**src/rtl/lc_ctrl_state_pkg.sv**
```systemverilog
// Lifecycle controller shared definitions.
// Holds the 2-bit symbols that build lifecycle state encodings, the lifecycle
// state enum, the controller FSM enum, the response code enum and the
// encoding validity helper.
package lc_ctrl_state_pkg;

    localparam logic [1:0] B0 = 2'b01;
    localparam logic [1:0] B1 = 2'b10;

    typedef enum logic [3:0] {
        LcStRaw   = {B0, B0},  // 4'h5
        LcStTest  = {B0, B1},  // 4'h6
        LcStScrap = {B1, B0},  // 4'h9
        LcStProd  = {B1, B1}   // 4'hA
    } lc_state_e;

    typedef enum logic [2:0] {
        LcFsmInit,
        LcFsmIdle,
        LcFsmCheck,
        LcFsmProgram,
        LcFsmResp,
        LcFsmEscalated
    } lc_fsm_e;

    typedef enum logic [1:0] {
        LcRespOk      = 2'd0,
        LcRespIllegal = 2'd1,
        LcRespTimeout = 2'd2,
        LcRespProgErr = 2'd3
    } lc_resp_e;

    function automatic logic lc_state_valid(logic [3:0] st);
        return st inside {LcStRaw, LcStTest, LcStProd, LcStScrap};
    endfunction

endpackage

```
**src/rtl/lc_state_reg.sv**
```systemverilog
// Lifecycle state register: 4-bit flop with load enable.
// Ports:
//   clk_i, rst_i : clock, asynchronous active-high reset (loads ResetValue)
//   en_i         : load enable
//   d_i          : next state value
//   q_o          : stored state value
module lc_state_reg #(
    parameter logic [3:0] ResetValue = 4'h9
) (
    input  logic       clk_i,
    input  logic       rst_i,
    input  logic       en_i,
    input  logic [3:0] d_i,
    output logic [3:0] q_o
);

    always_ff @(posedge clk_i or posedge rst_i) begin
        if (rst_i) begin
            q_o <= ResetValue;
        end else if (en_i) begin
            q_o <= d_i;
        end
    end

endmodule

```
**src/rtl/lc_ctrl_fsm.sv**
```systemverilog
// Lifecycle transition controller.
// Loads the lifecycle state once after reset, checks transition requests
// against the legality table and sequences legal ones through the NVM
// programming handshake. Escalation forces Scrap and parks the FSM for good.
//
// Optional feature macro: LC_CTRL_PROG_TIMEOUT_EN adds a programming timeout
// (response code 2) after TimeoutCycles cycles in Program without an ack.
//
// Handshakes: a request transfers on a cycle with req_valid_i && req_ready_o;
// prog_req_o/prog_state_o stay stable until the cycle prog_ack_i is high,
// which completes the programming operation (prog_err_i is only meaningful
// alongside prog_ack_i); resp_valid_o is a one-cycle pulse with resp_err_o.
//
// Ports:
//   clk_i, rst_i         : clock, asynchronous active-high reset
//   init_valid_i/state_i : initial state from NVM (sampled in Init only)
//   req_valid_i/ready_o  : transition request handshake, req_target_i target
//   esc_i                : escalation, forces Scrap
//   prog_req_o/state_o   : programming request and value to program
//   prog_ack_i/err_i     : programming completion and error flag
//   resp_valid_o/err_o   : response pulse and code (0 OK,1 ILLEGAL,2 TIMEOUT,3 PROG_ERR)
//   state_o              : current lifecycle state
//   state_invalid_o      : sticky flag, loaded encoding was undefined
//   dbgFsm_o             : current controller FSM state
module lc_ctrl_fsm
    import lc_ctrl_state_pkg::*;
#(
    parameter logic [3:0] ResetValue    = 4'(LcStScrap),
    parameter int         TimeoutCycles = 255,
    parameter int         TimeoutW      = $clog2(TimeoutCycles + 1)
) (
    input  logic       clk_i,
    input  logic       rst_i,
    input  logic       init_valid_i,
    input  logic [3:0] init_state_i,
    input  logic       req_valid_i,
    output logic       req_ready_o,
    input  logic [3:0] req_target_i,
    input  logic       esc_i,
    output logic       prog_req_o,
    output logic [3:0] prog_state_o,
    input  logic       prog_ack_i,
    input  logic       prog_err_i,
    output logic       resp_valid_o,
    output logic [1:0] resp_err_o,
    output logic [3:0] state_o,
    output logic       state_invalid_o,
    output lc_fsm_e    dbgFsm_o
);

    lc_fsm_e    fsmQ, fsmNext;
    logic [3:0] targetQ;
    logic       targetLoad;
    logic       stateLoad;
    logic [3:0] stateD;
    logic       invalidSet;
    logic       respLoad;
    lc_resp_e   respCode;
    logic       timeoutHit;

    function automatic logic transLegal(logic [3:0] cur, logic [3:0] tgt);
        case (cur)
            LcStRaw:  return tgt == LcStTest || tgt == LcStProd || tgt == LcStScrap;
            LcStTest: return tgt == LcStProd || tgt == LcStScrap;
            LcStProd: return tgt == LcStScrap;
            default:  return 1'b0;
        endcase
    endfunction

    lc_state_reg #(
        .ResetValue(ResetValue)
    ) u_state_reg (
        .clk_i(clk_i),
        .rst_i(rst_i),
        .en_i (stateLoad),
        .d_i  (stateD),
        .q_o  (state_o)
    );

`ifdef LC_CTRL_PROG_TIMEOUT_EN
    logic [TimeoutW-1:0] timeoutCnt;

    // Held at zero outside Program, so it starts from zero on every entry.
    always_ff @(posedge clk_i or posedge rst_i) begin
        if (rst_i) begin
            timeoutCnt <= '0;
        end else if (fsmQ == LcFsmProgram) begin
            timeoutCnt <= timeoutCnt + 1'b1;
        end else begin
            timeoutCnt <= '0;
        end
    end

    // Last Program cycle is the one where the count equals TimeoutCycles-1,
    // so prog_req_o is high for exactly TimeoutCycles cycles.
    assign timeoutHit = (fsmQ == LcFsmProgram) && (timeoutCnt == TimeoutW'(TimeoutCycles - 1));
`else
    logic [TimeoutW-1:0] unusedTimeoutCfg;
    assign unusedTimeoutCfg = TimeoutW'(TimeoutCycles);
    assign timeoutHit       = 1'b0;
`endif

    always_comb begin
        fsmNext    = fsmQ;
        targetLoad = 1'b0;
        stateLoad  = 1'b0;
        stateD     = state_o;
        invalidSet = 1'b0;
        respLoad   = 1'b0;
        respCode   = LcRespOk;
        if (esc_i) begin
            // Escalation beats everything, including a same-cycle ack.
            fsmNext   = LcFsmEscalated;
            stateLoad = 1'b1;
            stateD    = LcStScrap;
        end else begin
            case (fsmQ)
                LcFsmInit: begin
                    if (init_valid_i) begin
                        stateLoad = 1'b1;
                        fsmNext   = LcFsmIdle;
                        if (lc_state_valid(init_state_i)) begin
                            stateD = init_state_i;
                        end else begin
                            stateD     = LcStScrap;
                            invalidSet = 1'b1;
                        end
                    end
                end
                LcFsmIdle: begin
                    if (req_valid_i) begin
                        targetLoad = 1'b1;
                        fsmNext    = LcFsmCheck;
                    end
                end
                LcFsmCheck: begin
                    if (transLegal(state_o, targetQ)) begin
                        fsmNext = LcFsmProgram;
                    end else begin
                        fsmNext  = LcFsmResp;
                        respLoad = 1'b1;
                        respCode = LcRespIllegal;
                    end
                end
                LcFsmProgram: begin
                    if (prog_ack_i) begin
                        fsmNext  = LcFsmResp;
                        respLoad = 1'b1;
                        if (prog_err_i) begin
                            respCode = LcRespProgErr;
                        end else begin
                            respCode  = LcRespOk;
                            stateLoad = 1'b1;
                            stateD    = targetQ;
                        end
                    end else if (timeoutHit) begin
                        fsmNext  = LcFsmResp;
                        respLoad = 1'b1;
                        respCode = LcRespTimeout;
                    end
                end
                LcFsmResp: begin
                    fsmNext = LcFsmIdle;
                end
                LcFsmEscalated: begin
                    fsmNext = LcFsmEscalated;
                end
                default: begin
                    fsmNext = LcFsmEscalated;
                end
            endcase
        end
    end

    // Handshake outputs are registered decodes of the next FSM state, so they
    // line up with the FSM register and clear asynchronously on reset.
    always_ff @(posedge clk_i or posedge rst_i) begin
        if (rst_i) begin
            fsmQ            <= LcFsmInit;
            targetQ         <= '0;
            state_invalid_o <= 1'b0;
            req_ready_o     <= 1'b0;
            prog_req_o      <= 1'b0;
            resp_valid_o    <= 1'b0;
            resp_err_o      <= '0;
        end else begin
            fsmQ         <= fsmNext;
            req_ready_o  <= (fsmNext == LcFsmIdle);
            prog_req_o   <= (fsmNext == LcFsmProgram);
            resp_valid_o <= (fsmNext == LcFsmResp);
            if (targetLoad) begin
                targetQ <= req_target_i;
            end
            if (invalidSet) begin
                state_invalid_o <= 1'b1;
            end
            if (respLoad) begin
                resp_err_o <= respCode;
            end
        end
    end

    assign prog_state_o = targetQ;
    assign dbgFsm_o     = fsmQ;

endmodule

```
**config.mk**
```make
export PLATFORM = sky130hd
export DESIGN_NAME = lc_ctrl_fsm
export DESIGN_NICKNAME = d
export VERILOG_FILES = /design/src/rtl/lc_ctrl_state_pkg.sv /design/src/rtl/lc_state_reg.sv /design/src/rtl/lc_ctrl_fsm.sv
export SDC_FILE = /design/constraint.sdc
export NUM_CORES = 1
export LEC_CHECK = 0
export CAP_MARGIN = 10
export CELL_PAD_IN_SITES_DETAIL_PLACEMENT = 1
export CELL_PAD_IN_SITES_GLOBAL_PLACEMENT = 1
export CORE_MARGIN = 1
export CORE_UTILIZATION = 30
export CTS_CLUSTER_DIAMETER = 80
export CTS_CLUSTER_SIZE = 25
export DETAILED_ROUTE_END_ITERATION = 8
export PLACE_DENSITY = 0.78
export SETUP_SLACK_MARGIN = 0.5
export SLEW_MARGIN = 20
export SYNTH_ARGS = -nofsm -noshare
export SYNTH_HDL_FRONTEND = slang
export SYNTH_SLANG_ARGS = --single-unit
```
**constraint.sdc**
```tcl
create_clock -name clk_i -period 4 [get_ports clk_i]
set_input_delay 0.8 -clock clk_i [delete_from_list [all_inputs] [get_ports clk_i]]
set_output_delay 0.8 -clock clk_i [all_outputs]
set_load 0.01 [all_outputs]
```
==> qor.yml <==
worst_hold_path:
  hold_path_class: "reg -> reg"
timing:
  rsz0062_at_grt: "false"
  hold_violations: 0
  fmax_mhz: 400
  relSlewSlack_pct: 57.1
  post-route-period-util_pct: 62.6
  tns_ns: 0
  slew_violations: 0
  min_period_ns: 2.50
  worst_pin_slew_ns: 0.643
  clock_skew_ns: 0.00730
  final-setup-viol-count: 0
layout:
  drive_gt1_share_pct: 10.6
  fillCellCount: 332
  fin_nets: 139
  area_delta_synth_final_pct: 39.6
  diodes: 0
  fin_util_pct: 45.2
  stdcell_count: 154
drt:
  ant_nets: 0
  via_count: 848
  firstDrtPassIters: 7
  drt_iter0_markers: 24
  viasPerCell: 5.51
  wl_um: 2500
  wl_per_cell_um: 16.2
  drc_errors: 3
floorplanning:
  dieArea_sq_um: 3280
  core_area_sq_um: 2830
  die_y_um: 57.3
  initial_core_util_pct: 32.4
  ios: 32
  std_cell_rows: 19
  die_w_um: 57.3
yosys:
  synth_top_family_by_area: "simple AND/OR/NAND/NOR gates"
  synthesis.nets: 106
  synthesis.area_sq_um: 916
  syn_area_per_cell_sq_um: 10.1
  synthCells: 91
  synth_mux_area_share_pct: 3.69
  synth.distinct_cells: 34
  yosys.area_share.adder_pct: 0
  yosys.area_share.simple_pct: 24.5
  ys_warn_count: 0
  synth-seq-area-share_pct: 46.7
  synth_compound_area_share_pct: 19.3
  synth_xor_area_share_pct: 2.87
  ys_ff_latch: 17
clock_network:
  clock_sinks: 17
  clk_path_buf_depth: 2
  cts_buffers: 3
  insertion_delay_ns: 0.29
  postCtsSetupRepairBufs: 0
  cts_resized: 0
  cts-htree-levels: 1
  holdBufCountCts: 0
  cts_tree: "yes"
  clk_pin_slew_ns: 0.10
  clockRootBuffer: "clkbuf_4"
critical_path:
  cp-endpoint: "resp_err_o[0]"
  reg2reg_depth: 5
  crit_type: "in -> reg"
  cp.required_ns: 4.17
  crit_path_start: "esc_i"
  cp.arrival_ns: 2.67
  startpoint_type: "input pin"
  cp_max_fo: 11
  reg2reg_from: "dbgFsm_o[1]"
  worstSetupEndpointType: "register"
  rrSetupSlack_ns: 2.08
  worstReg2RegEnd: "resp_err_o[0]"
global_route:
  grt_pass1_vias: 904
  antenna_found_initial: 0
  grt_pass1_wl_um: 4300
  track_usage_pct: 17.5
  grt-ovfl-total: 0
  grt_max_degree: 18
placed_design:
  dp_cells: 150
  io_buffers: 31
  hpwl_um: 1990
  gp_congestion: 0.767
pwr:
  power.density_nw_per_um2: 227
  p_leak_nw: 0.503
  peakVddDrop_mv: 0.120
run:
  drv_cap: 0
run_status:
  status: "finished, violations left"
  violations: "DRC"
-- cells in the mapped netlist --
cell / number / area, sq um
nand3_1: 1 / 5.00
nor4_1: 1 / 6.26
or3_1: 1 / 6.26
mux2_2: 3 / 33.8
dfrtp_1: 15 / 375
inv_1: 3 / 11.3
and2_1: 3 / 18.8
a31oi_1: 1 / 6.26
inv_2: 1 / 3.75
a2bb2oi_1: 2 / 17.5
clkbuf_1: 2 / 7.51
o21ai_0: 10 / 50.1
nor3b_1: 3 / 22.5
o211ai_1: 1 / 7.51
nor2b_1: 1 / 6.26
buf_2: 1 / 5.00
a311oi_1: 2 / 17.5
a21o_1: 2 / 15.0
and3_4: 1 / 11.3
nor4b_2: 1 / 15.0
nor2_1: 4 / 15.0
or3_4: 1 / 11.3
nand4b_1: 3 / 26.3
nand2b_1: 4 / 25.0
o31ai_1: 1 / 7.51
dfstp_2: 2 / 52.6
a21oi_1: 6 / 30.0
nor4b_1: 1 / 8.76
nand3b_1: 2 / 15.0
and3b_1: 1 / 8.76
nand2_1: 6 / 22.5
xor2_1: 3 / 26.3
a32oi_1: 1 / 8.76
o32ai_2: 1 / 16.3
-- cell families after synthesis --
kind of cell           count (synthesis)
AND/OR/NAND/NOR                       34
AO/OA/AOI/OAI                         27
flip-flops                            17
buffers and inverters                  7
XOR/XNOR                               3
multiplexers                           3
-- power breakdown --
part | leakage (nW) | switching [mW] | internal [mW] | total, mW
registers | 0.210 | 0.0000000000000000552 | 0.172 | 0.172
logic | 0.278 | 0.0124 | 0.0151 | 0.0275
clock network | 0.0150 | 0.0518 | 0.0388 | 0.0906
-- worst max-delay path, cell delays in order --
cell and delay [ns]:
clkdlybuf4s50_1 0.63, nor4b_2 0.70, nor4b_1 0.17, and3_4 0.25
a2bb2oi_1 0.13
-- how the worst min path moves through the flow --
stage | from | endpoint | depth (start not counted)
floorplan | state_invalid_o | state_invalid_o | 1
global placement | state_invalid_o | state_invalid_o | 1
detailed placement | state_invalid_o | state_invalid_o | 1
global route | state_invalid_o | state_invalid_o | 1
CTS | state_invalid_o | state_invalid_o | 1
finish | state_invalid_o | state_invalid_o | 1
-- registers in the layout, summed over array words and instances, names as in the netlist --
name,count
prog_state_o,4
u_state_reg.q_o,4
dbgFsm_o,3
resp_err_o,2
prog_req_o,1
req_ready_o,1
resp_valid_o,1
state_invalid_o,1
-- placed cells by master, fill, tap and decap left out --
cell type        instances
a21o_1                   2
nor4b_1                  1
a31oi_1                  1
mux2_2                   3
and3_4                   1
nor3b_1                  3
clkbuf_1                 1
o211ai_1                 1
nand3b_1                 2
nor2b_1                  1
o32ai_2                  1
a2bb2oi_1                2
or3_1                    1
o31ai_1                  1
nor4b_2                  1
nor4_1                   1
o21ai_0                 10
nand3_1                  1
nand2_1                  6
inv_2                    1
a21oi_1                  6
or3_4                    1
inv_1                    3
dfstp_2                  2
clkdlybuf4s50_1         31
nor2_1                   4
nand2b_1                 4
and3b_1                  1
clkbuf_4                 3
dfrtp_1                 15
a32oi_1                  1
xor2_1                   3
and2_1                   3
nand4b_1                 3
a311oi_1                 2
-- layer usage --
metal / GRT usage [%] / vias to the layer above / routed length (um)
li1: - / 400 / -
met1: 22.4 / 422 / 1180
met2: 28.9 / 22 / 1200
met3: 4.08 / 4 / 71
met4: 6.62 / 0 / 55
met5: 0 / - / 0
-- per-stage QoR --
step | setup WS [ns] | total power, mW | instance area, sq um | hold WS (ns)
4_1_cts | 1.47 | 0.296 | 1280 | 0.477
2_1_floorplan | 2.12 | 0.185 | 916 | 0.493
6_report | 1.50 | 0.290 | 1280 | 0.467
3_5_place_dp | 1.13 | 0.203 | 1250 | 0.450
3_3_place_gp | 1.26 | 0.201 | 1250 | 0.444
5_1_grt | 1.33 | 0.307 | 1280 | 0.510
-- layout make-up --
class	count	area, sq um	area share, %
multi-input cells	67	460	36.0
repair buffers	31	310	24.3
inverters	4	15.0	1.17
well taps	31	38.8	3.03
clock buffers	4	26.3	2.05
flip-flops and latches	17	428	33.5
Power figures use the tool's default switching activity.
